===== config.mk =====
export PLATFORM = sky130hd
export DESIGN_NAME = fifo_sync_flags
export DESIGN_NICKNAME = d
export VERILOG_FILES = /design/src/rtl/fifo_sync_flags.sv
export SDC_FILE = /design/constraint.sdc
export NUM_CORES = 1
export LEC_CHECK = 0
export ABC_AREA = 1
export CAP_MARGIN = 40
export CORE_MARGIN = 3
export CORE_UTILIZATION = 30
export CTS_CLUSTER_DIAMETER = 200
export DETAILED_ROUTE_END_ITERATION = 10
export MAX_ROUTING_LAYER = met4
export PLACE_DENSITY_LB_ADDON = 0.05
export SYNTH_ARGS = -nofsm -noshare
export SYNTH_HDL_FRONTEND = slang
export SYNTH_SLANG_ARGS = --single-unit

===== constraint.sdc =====
create_clock -name clk -period 1.7 [get_ports clk]
set_input_delay 0.17 -clock clk [delete_from_list [all_inputs] [get_ports clk]]
set_output_delay 0.17 -clock clk [all_outputs]
set_load 0.1 [all_outputs]

===== src/rtl/fifo_sync_flags.sv =====
// Single-clock synchronous FIFO with programmable almost-full/almost-empty
// thresholds, occupancy count, sticky error flags and an optional FWFT read port.
module fifo_sync_flags #(
  parameter int DATA_WIDTH    = 8,
  parameter int DEPTH         = 16,
  parameter int AFULL_THRESH  = 14,
  parameter int AEMPTY_THRESH = 2,
  parameter bit FWFT          = 1'b0
) (
  input  logic                       clk,
  input  logic                       rst,
  input  logic                       wr_en,
  input  logic [DATA_WIDTH-1:0]      wdata,
  input  logic                       rd_en,
  output logic [DATA_WIDTH-1:0]      rdata,
  output logic                       full,
  output logic                       empty,
  output logic                       almost_full,
  output logic                       almost_empty,
  output logic [$clog2(DEPTH):0]     count,
  input  logic                       clr_err,
  output logic                       overflow,
  output logic                       underflow
);

  localparam int AW = $clog2(DEPTH);
  localparam int CW = AW + 1;

  logic [DATA_WIDTH-1:0] mem [DEPTH];

  logic [AW-1:0]         wr_ptr_reg, rd_ptr_reg, rd_ptr_inc;
  logic [CW-1:0]         count_reg, count_next;
  logic                  full_reg, empty_reg, afull_reg, aempty_reg;
  logic                  overflow_reg, underflow_reg;
  logic                  overflow_next, underflow_next;
  logic [DATA_WIDTH-1:0] rdata_reg;
  logic                  rd_acc, wr_acc;

  always_comb begin
    rd_acc     = rd_en && !empty_reg;
    // A write into a full FIFO only fits if a read frees a slot this cycle.
    wr_acc     = wr_en && (!full_reg || rd_acc);
    rd_ptr_inc = rd_ptr_reg + AW'(1);
    count_next = count_reg;
    if (wr_acc && !rd_acc) begin
      count_next = count_reg + CW'(1);
    end else if (rd_acc && !wr_acc) begin
      count_next = count_reg - CW'(1);
    end
    overflow_next  = (wr_en && full_reg && !rd_acc) || (overflow_reg && !clr_err);
    underflow_next = (rd_en && empty_reg) || (underflow_reg && !clr_err);
  end

  always_ff @(posedge clk) begin
    if (wr_acc) begin
      mem[wr_ptr_reg] <= wdata;
    end
  end

  // Flags are derived from the next count so they line up with count_reg.
  always_ff @(posedge clk) begin
    if (rst) begin
      wr_ptr_reg    <= '0;
      rd_ptr_reg    <= '0;
      count_reg     <= '0;
      full_reg      <= 1'b0;
      empty_reg     <= 1'b1;
      afull_reg     <= 1'b0;
      aempty_reg    <= 1'b1;
      overflow_reg  <= 1'b0;
      underflow_reg <= 1'b0;
    end else begin
      if (wr_acc) begin
        wr_ptr_reg <= wr_ptr_reg + AW'(1);
      end
      if (rd_acc) begin
        rd_ptr_reg <= rd_ptr_inc;
      end
      count_reg     <= count_next;
      full_reg      <= (count_next == CW'(DEPTH));
      empty_reg     <= (count_next == '0);
      afull_reg     <= (count_next >= CW'(AFULL_THRESH));
      aempty_reg    <= (count_next <= CW'(AEMPTY_THRESH));
      overflow_reg  <= overflow_next;
      underflow_reg <= underflow_next;
    end
  end

  generate
    if (FWFT) begin : g_fwft
      logic fwft_load, fwft_bypass;
      // The new head comes straight from wdata when the FIFO is empty, or when
      // the only stored word is popped while a new one is written.
      assign fwft_load   = (rd_acc && (count_next != '0)) || (empty_reg && wr_acc);
      assign fwft_bypass = empty_reg || (count_reg == CW'(1));

      always_ff @(posedge clk) begin
        if (rst) begin
          rdata_reg <= '0;
        end else if (fwft_load) begin
          rdata_reg <= fwft_bypass ? wdata : mem[rd_ptr_inc];
        end
      end
    end else begin : g_std
      always_ff @(posedge clk) begin
        if (rst) begin
          rdata_reg <= '0;
        end else if (rd_acc) begin
          rdata_reg <= mem[rd_ptr_reg];
        end
      end
    end
  endgenerate

  assign rdata        = rdata_reg;
  assign full         = full_reg;
  assign empty        = empty_reg;
  assign almost_full  = afull_reg;
  assign almost_empty = aempty_reg;
  assign count        = count_reg;
  assign overflow     = overflow_reg;
  assign underflow    = underflow_reg;

endmodule


=== Word-level counts from Yosys, hierarchy flattened ===
Memories as Yosys holds them, arrays and structs flattened. A register that Yosys moved wholly into a read port is not among the register bits.
Cells that the tools add are included.

* Memory bits (writable): 128
* Input bits: 13
* Memories kept: 1
* Register bits after elaboration: 19
* Word-level logic and storage cells: 39
* Output and inout bits: 19

* Reduce and logical (&&, ||, !) cells: 18
* Add/sub/neg operators: 4
* Equality and inequality tests: 1
* $lt $le $gt $ge: 2
* Muxes and demuxes: 4

{| class="wikitable"
|+ Memory list
! memory !! words !! width !! read ports !! clocked after Yosys merged registers in !! wr ports !! line !! RTL
|-
| mem || 16 || 8 || 1 || 1 || 1 || 29 || <nowiki>logic [DATA_WIDTH-1:0] mem [DEPTH];</nowiki>
|}

{| class="wikitable"
|+ Operators with widths
! cell !! number
|-
| $mux W5 || 2
|-
| $logic_and A1 B1 Y1 || 9
|-
| $add A4 B1 Y4 const B || 2
|-
| $add A5 B1 Y5 const B || 1
|-
| $eq A5 B5 Y1 const B || 1
|-
| $ge A5 B4 Y1 const B || 1
|-
| $le A5 B2 Y1 const B || 1
|-
| $logic_not A1 Y1 || 5
|-
| $logic_not A5 Y1 || 1
|-
| $sub A5 B1 Y5 const B || 1
|-
| $logic_or A1 B1 Y1 || 3
|-
| $mux W1 || 2
|}

=== Logic depth before layout (Yosys ltp) ===
Gate-level depths: netlist of run 1.

* Depth after elaboration: 9
* Mapped depth: 11
* Depth with buffers taken out: 10

=== Worst setup path after synthesis of run 1 ===
No wires, ideal clock.

* Kind: register to register
* Start point: reg count_reg[0] (netlist: count[0])
* End point: reg full_reg (netlist: full)
* Data arrival time: 2.033 ns
* Path slack: -0.398 ns
* Cell stages (with the launch flop): 10
* Clock period less this slack: 2.098 ns
* Buffers on the path: 0
* Cells stage by stage: dfxtp_1 > inv_1 > ha_1 > xnor2_1 > nand2_1 > nand3_1 > nand2_1 > nor2_4 > nand2_1 > nor2_1

* Word-level cells in the longest chain between the ends: 4

{| class="wikitable"
|+ RTL lines
! element !! line !! RTL
|-
| start, declared || 32 || <nowiki>logic [CW-1:0] count_reg, count_next;</nowiki>
|-
| start signal, assigned || 79 || <nowiki>count_reg <= count_next;</nowiki>
|-
| $sub A5 B1 Y5 || 48 || <nowiki>count_next = count_reg - CW'(1);</nowiki>
|-
| $mux W5 || 47 || <nowiki>end else if (rd_acc && !wr_acc) begin</nowiki>
|-
| $mux W5 * || 45 || <nowiki>if (wr_acc && !rd_acc) begin</nowiki>
|-
| $eq A5 B5 Y1 * || 80 || <nowiki>full_reg <= (count_next == CW'(DEPTH));</nowiki>
|-
| end signal, assigned || 80 ||
|-
| end, declared || 33 || <nowiki>logic full_reg, empty_reg, afull_reg, aempty_reg;</nowiki>
|}

Mark *: on every way between the ends. The rest lies on a longest branch, timed or not.
A chain may end at the register's enable or synchronous reset.

=== Worst setup path after layout of run 1 ===
* Start point: reg empty_reg (netlist: empty)
* End point: mem mem[3][7] (enable)

* Word-level cells in the longest chain between the ends: 6

{| class="wikitable"
|+ RTL lines
! element !! line !! RTL
|-
| start, declared || 33 ||
|-
| start signal, assigned || 81 || <nowiki>empty_reg <= (count_next == '0);</nowiki>
|-
| $logic_not A1 Y1 || 40 || <nowiki>rd_acc = rd_en && !empty_reg;</nowiki>
|-
| $logic_and A1 B1 Y1 || 40 ||
|-
| $logic_or A1 B1 Y1 || 42 || <nowiki>wr_acc = wr_en && (!full_reg || rd_acc);</nowiki>
|-
| $logic_and A1 B1 Y1 || 42 ||
|-
| $mux W1 || 55 || <nowiki>if (wr_acc) begin</nowiki>
|-
| $mux W1 (implied by the code) || 56 || <nowiki>mem[wr_ptr_reg] <= wdata;</nowiki>
|-
| end, declared || 29 ||
|}

No other way between the ends.

==> results by group, run 1 <==
STA
  – Final hold vios: 0
  – Final setup fails: 0
  – Rel. slew slack: ~57%
  – Post-route setup slack: about 0.18 ns
  – Tcrit/Tclk final: 89.3%
  – Slew @ Worst Pin: 0.646 ns
  – Minimum clock period: around 1.5 ns
  – RSZ-0062 raised after global routing: false
  – Top achievable clock speed: 0.659 GHz
  – Final clock skew: 0.0124 ns
  – Sum of negative setup slack: 0 ns
  – Slew Limit Fails: 0

Setup path
  – Kind of critical path: flip-flop to flip-flop
  – Crit path max fanout: 8
  – Crit. End Element: flip-flop
  – CP arrival: 1.65 ns
  – Critical Path RT: roughly 1.8 ns
  – CP startpoint kind: flip-flop

Power
  – Leak: approximately 3.1 nW
  – Switching pwr: ~2.7 mW
  – Worst VDD drop: around 0.66 mV
  – Sw Ratio: 27.8%
  – Pwr dens: 1200 nW/um^2
  – Total power: about 9.8 mW
  – Comb pwr share: about 17%
  – Cell Int Power: around 7 mW
  – Reg power frac: 44.2%
  – Clock group share of total power: ~39%

Routing
  – DR iter-0 viols: approximately 350
  – Vias post-DR: about 4500
  – Post-route ant nets: 0
  – # DRC: 0
  – Via density: 4.69
  – Drt pass-1 iters: 5
  – Wire length per cell: 18.4 um
  – Total Wirelength: approximately 18 mm

Placement
  – PortBufs: 31
  – Pre-CTS setup slack: -0.289 ns
  – GP Congestion: 0.818
  – HPWL after detailed placement: around 12 mm
  – Cells after DPL: 932

Logic synthesis
  – Post-synth top area cell: edfxtp_1
  – Top_reg_cell synth: edfxtp_1
  – Syn Nets: ~630
  – Synth Instances: approximately 610
  – Sequential fraction of the synthesis area: 67.8%
  – Count of flip-flops with a built-in enable after synthesis: 128
  – Synth Cell Area: roughly 6500 sq um
  – Async SR Flop Fraction: 0%
  – Post-synthesis register bit count: about 160
  – Area share of the largest cell type after synthesis: a little under 60%
  – Post-synth cell types: 29
  – Top cells by area, synth: edfxtp_1, nand2_1, nand3_1
  – Post-Syn Area per Cell: 10.6 sq um
  – Yosys warns: 0

Final layout
  – Commonest cells after routing, fill and taps aside: nand2_1, edfxtp_1, nand3_1
  – FF/Latch Area: between 4000 and 5000 sq um
  – Layout cells sized above 1: 17.3%
  – Diodes inserted: 0
  – Most common cell after layout, fill and taps aside: nand2_1
  – Max FFs per register: around 130
  – Nets@finish: a little under 700
  – Util after Layout: 38.7%
  – Final cell count without fillers: between 900 and 1000
  – Multi-input gate area: 1840 sq um
  – Area delta synth->final: 26.1%
  – Filler cells: 2073

Floorplan
  – Ports: 32
  – Starting density of the core: a little under a third
  – Die width: ~150 um
  – Site Rows: 53
  – Core Footprint: between 20000 and 25000 sq um
  – Die area: ~23000 sq um
  – Die height: about 150 um

Run
  – Max cap viols: 0

CTS
  – CTS tree: built
  – Root Driver: clkbuf_16
  – CTS Buf Count: 17
  – Clk buf depth: 2
  – Clock-pin slew on the worst setup and hold paths: around 0.070 ns
  – Hold bufs inserted after CTS: 0
  – Num Clock Sinks: 155
  – Clk Latency, worst-skew pair: approximately 0.42 ns
  – H-Tree Depth: 4

Global routing
  – Tot GR Track Use: 15.9%
  – Congestion Overflow GR: 0
  – First-pass GRT wire length: about 27 mm
  – Number of global-route vias before repair: roughly 4500
  – Initial antenna violation count: 0
  – Pin count of the biggest net entering global routing: between 40 and 50

Hold path
  – Worst min path class: primary input to flip-flop

Status
  – Status: complete, no violations
[power by group through the flow]
stage                     clock network, mW  registers (mW)  logic (mW)
final                                  3.79            4.31        1.67
after global routing                   4.03            4.33        1.80
after CTS                              3.86            4.32        1.68
after detailed placement                  0            4.40        1.67
after global placement                    0            4.39        1.68
after floorplan                           0            4.76       0.664
[path summary, 6_finish.rpt]
check            start   endpoint  slack [ns]  depth (start not counted)
min            clr_err  underflow        0.39                          4
max              empty  mem[3][7]        0.18                          7
max reg2reg      empty  mem[3][7]        0.18                          7
min reg2reg  underflow  underflow        0.46                          2
[layer usage]
metal	up-vias	wire length (um)	GRT usage, %
li1	2218	-	-
met1	2154	8220	21.0
met2	125	8420	24.4
met3	26	630	2.83
met4	0	441	6.28
met5	-	0	-
[stage by stage]
step	hold slack [ns]	instance area (sq um)
5_1_grt	0.413	8150
6_report	0.395	8150
3_3_place_gp	0.451	7550
4_1_cts	0.381	8140
3_5_place_dp	0.466	7550
2_1_floorplan	0.269	6500
[cell type report]
type | instances | share of cell area [%]
clock inverters | 11 | 1.80
clock buffers | 21 | 5.40
well taps | 275 | 4.22
repair buffers | 76 | 10.7
flip-flops and latches | 155 | 53.9
multi-input cells | 396 | 22.5
inverters | 30 | 1.43
[cell usage after synthesis (2+ instances only)]
cell      instances
nand2_1         190
edfxtp_1        128
nand3_1         111
nor2_1           38
dfxtp_1          27
inv_1            24
a21oi_1          19
buf_2            16
o21ai_1          10
buf_4             7
ha_1              7
clkbuf_1          5
inv_2             5
nor3_1            3
o21ai_0           3
a21oi_2           2
nand4_1           2
nor2_4            2
xor2_1            2
[worst max-delay path, stage by stage (launching register included)]
cell and delay, ns:
dfxtp_2 0.34, inv_2 0.06, nand2_4 0.05, a21oi_4 0.20
nand2_1 0.14, buf_4 0.19, nor2_2 0.08, buf_4 0.17
[cell families (layout without fill, tap and decap cells)]
kind of cell / after synthesis / count (layout) / synth area share (%)
simple gates: 352 / 352 / 23.4
xor+xnor: 3 / 3 / 0.406
compound gates: 34 / 34 / 2.75
flops: 155 / 155 / 67.8
buf+inv: 60 / 138 / 4.31
fa+ha+maj: 7 / 7 / 1.35
[what timing repair did]
| action | CTS | global route |
|---|---|---|
| gates resized for setup | 0 | 3 |
| setup endpoints to repair | 0 | 74 |
| setup buffers | 0 | 0 |
Power figures use the tool's default switching activity.
==> inputs of run 2 (changes only) <==
REMOVE_ABC_BUFFERS = 1   (was unset)
==> run 2 against run 1 <==
  * Global-route usage decreased by 0.42 points
  * Critical endpoint is now rdata[0]
  * Highest routed layer unchanged
  * First-iteration DRC count decreased by 13%
  * Sequential power about the same
  * Critical path type unchanged
  * Critical path depth increased by 2
  * Utilization decreased by 0.33 points
==> results by group, run 2 (same netlist as run 1, synthesis figures left out) <==
Status
  – Status: complete, no violations

Routing
  – DR iter-0 viols: 305 (-13%)
  – Post-route ant nets: 0 (unchanged)
  – Drt pass-1 iters: 5 (unchanged)
  – Wire length per cell: 17.8 um (-2.9%)
  – Total Wirelength: 17.3 mm (-2.3%)
  – # DRC: 0 (unchanged)
  – Via density: 4.66 (-0.62%)
  – Vias post-DR: 4523 (unchanged)

Global routing
  – Initial antenna violation count: 0 (unchanged)
  – Congestion Overflow GR: 0 (unchanged)
  – Pin count of the biggest net entering global routing: 66 (+61%)
  – First-pass GRT wire length: 26.6 mm (-1.0%)
  – Number of global-route vias before repair: 4384 (-3.2%)
  – Tot GR Track Use: 15.4% (-0.42 points)

Setup path
  – Crit path max fanout: 65 (+57)
  – Worst Reg2Reg Path Length in Cells: 9 (+2)
  – Reg-to-reg endpoint: rdata[0]
  – CP Capture Point: rdata[0]
  – Crit. End Element: flip-flop
  – Crit path from: rd_ptr_reg[0]
  – R2R Path Start: rd_ptr_reg[0]
  – CP arrival: 1.91 ns (+0.26 ns)
  – Critical Path RT: 2.08 ns (+0.25 ns)
  – Kind of critical path: flip-flop to flip-flop
  – R2R Setup Slk: 0.16 ns (-0.02 ns)
  – CP startpoint kind: flip-flop

Placement
  – GP Congestion: 0.761 (-7.0%)
  – PortBufs: 31 (unchanged)
  – HPWL after detailed placement: 11.4 mm (-1.9%)

CTS
  – Post_cts resized: 0 (unchanged)
  – Clock-pin slew on the worst setup and hold paths: 0.07 ns (about the same)
  – H-Tree Depth: 4 (unchanged)
  – Clk buf depth: 2 (unchanged)
  – Hold bufs inserted after CTS: 0 (unchanged)
  – CTS tree: built
  – Root Driver: clkbuf_16
  – Total setup buffers inserted after CTS: 0 (unchanged)
  – Num Clock Sinks: 155 (unchanged)
  – CTS Buf Count: 17 (unchanged)
  – Clk Latency, worst-skew pair: 0.43 ns (about the same)

Final layout
  – Commonest cells after routing, fill and taps aside: nand2_1, edfxtp_1, nand3_1
  – Nets@finish: 702 (+0.86%)
  – Most common cell after layout, fill and taps aside: nand2_1
  – Layout cells sized above 1: 16.5% (-0.72 points)
  – Util after Layout: 38.3% (-0.33 points)
  – Max FFs per register: 128 (unchanged)
  – Diodes inserted: 0 (unchanged)
  – Area delta synth->final: 25.0%

Floorplan
  – Ports: 32 (unchanged)
  – Site Rows: 53 (unchanged)
  – Core Footprint: 21100 sq um (unchanged)
  – Die width: 153 um (unchanged)
  – Starting density of the core: 30.7% (unchanged)
  – Die height: 153 um (unchanged)
  – Die area: 23400 sq um (unchanged)

Hold path
  – Worst min path class: primary input to flip-flop
  – Hold Startpoint: clr_err

STA
  – Final clock skew: 0.0119 ns (-0.000492 ns)
  – Slew Limit Fails: 0 (unchanged)
  – Final hold vios: 0 (unchanged)
  – RSZ-0062 raised after global routing: false
  – Final setup fails: 0 (unchanged)
  – Rel. slew slack: 72.7% (+16 points)
  – Sum of negative setup slack: 0 ns (unchanged)
  – Minimum clock period: 1.54 ns (+0.0182 ns)
  – Slew @ Worst Pin: 0.409 ns (-0.237 ns)
  – Hold slack: 0.409 ns (+0.0142 ns)
  – Tcrit/Tclk final: 90.4% (+1.1 points)
  – Top achievable clock speed: 0.651 GHz (-1.2%)

Power
  – Worst VDD drop: 0.458 mV (-31%)
  – Pwr dens: 1220 nW/um^2 (+1.8%)
  – Leak: 3.12 nW (+0.47%)

Run
  – Max cap viols: 0 (unchanged)
-- run 2: area by class of cell --
class                   instances  area [sq um]
clock buffers                  22           474
repair buffers                 82           833
well taps                     275           344
clock inverters                10           130
inverters                      30           113
flip-flops and latches        155          4390
fillers                      2128         13000
multi-input cells             396          1810
-- run 2: how the worst min path moves through the flow --
stage	endpoint	slack [ns]	depth (start not counted)
3_3_place_gp	rd_ptr_reg[2]	0.45	2
6_report	underflow	0.41	4
2_1_floorplan	count[2]	0.24	1
3_5_place_dp	rd_ptr_reg[2]	0.46	2
4_1_cts	underflow	0.40	4
5_1_grt	underflow	0.44	4
-- run 2: where the power goes --
group / internal, mW / switching (mW)
sequential: 4.22 / 0.0728
clock: 2.31 / 1.59
combinational: 0.515 / 1.16
total: 7.05 / 2.82
-- run 2: per-stage QoR --
step           instance area (sq um)  worst slack (ns)  cells  power [mW]
4_1_cts                         8090             0.129    970        9.99
3_3_place_gp                    7480            -0.237    938        6.08
5_1_grt                         8090            0.0165    970        10.3
6_report                        8090             0.164    970        9.87
2_1_floorplan                   6300             -1.06    581        5.36
3_5_place_dp                    7480            -0.210    938        6.07
-- run 2: metal layers --
metal / part of all wire [%] / track usage [%] / vias to the layer above
li1: - / - / 2223
met2: 48 / 24.1 / 89
met5: 0 / - / -
met4: 0.83 / 3.65 / 0
met1: 48 / 20.9 / 2199
met3: 3.7 / 3.26 / 12
-- run 2: worst max-delay path, stage by stage, from the launching register on --
cell and delay, ns:
dfxtp_2 0.37, buf_12 0.29, nand2_1 0.13, nand3_1 0.10, nand3_1 0.13, nand2_1 0.15
nand2_1 0.10, nand2_1 0.08, o21ai_1 0.06, inv_1 0.05
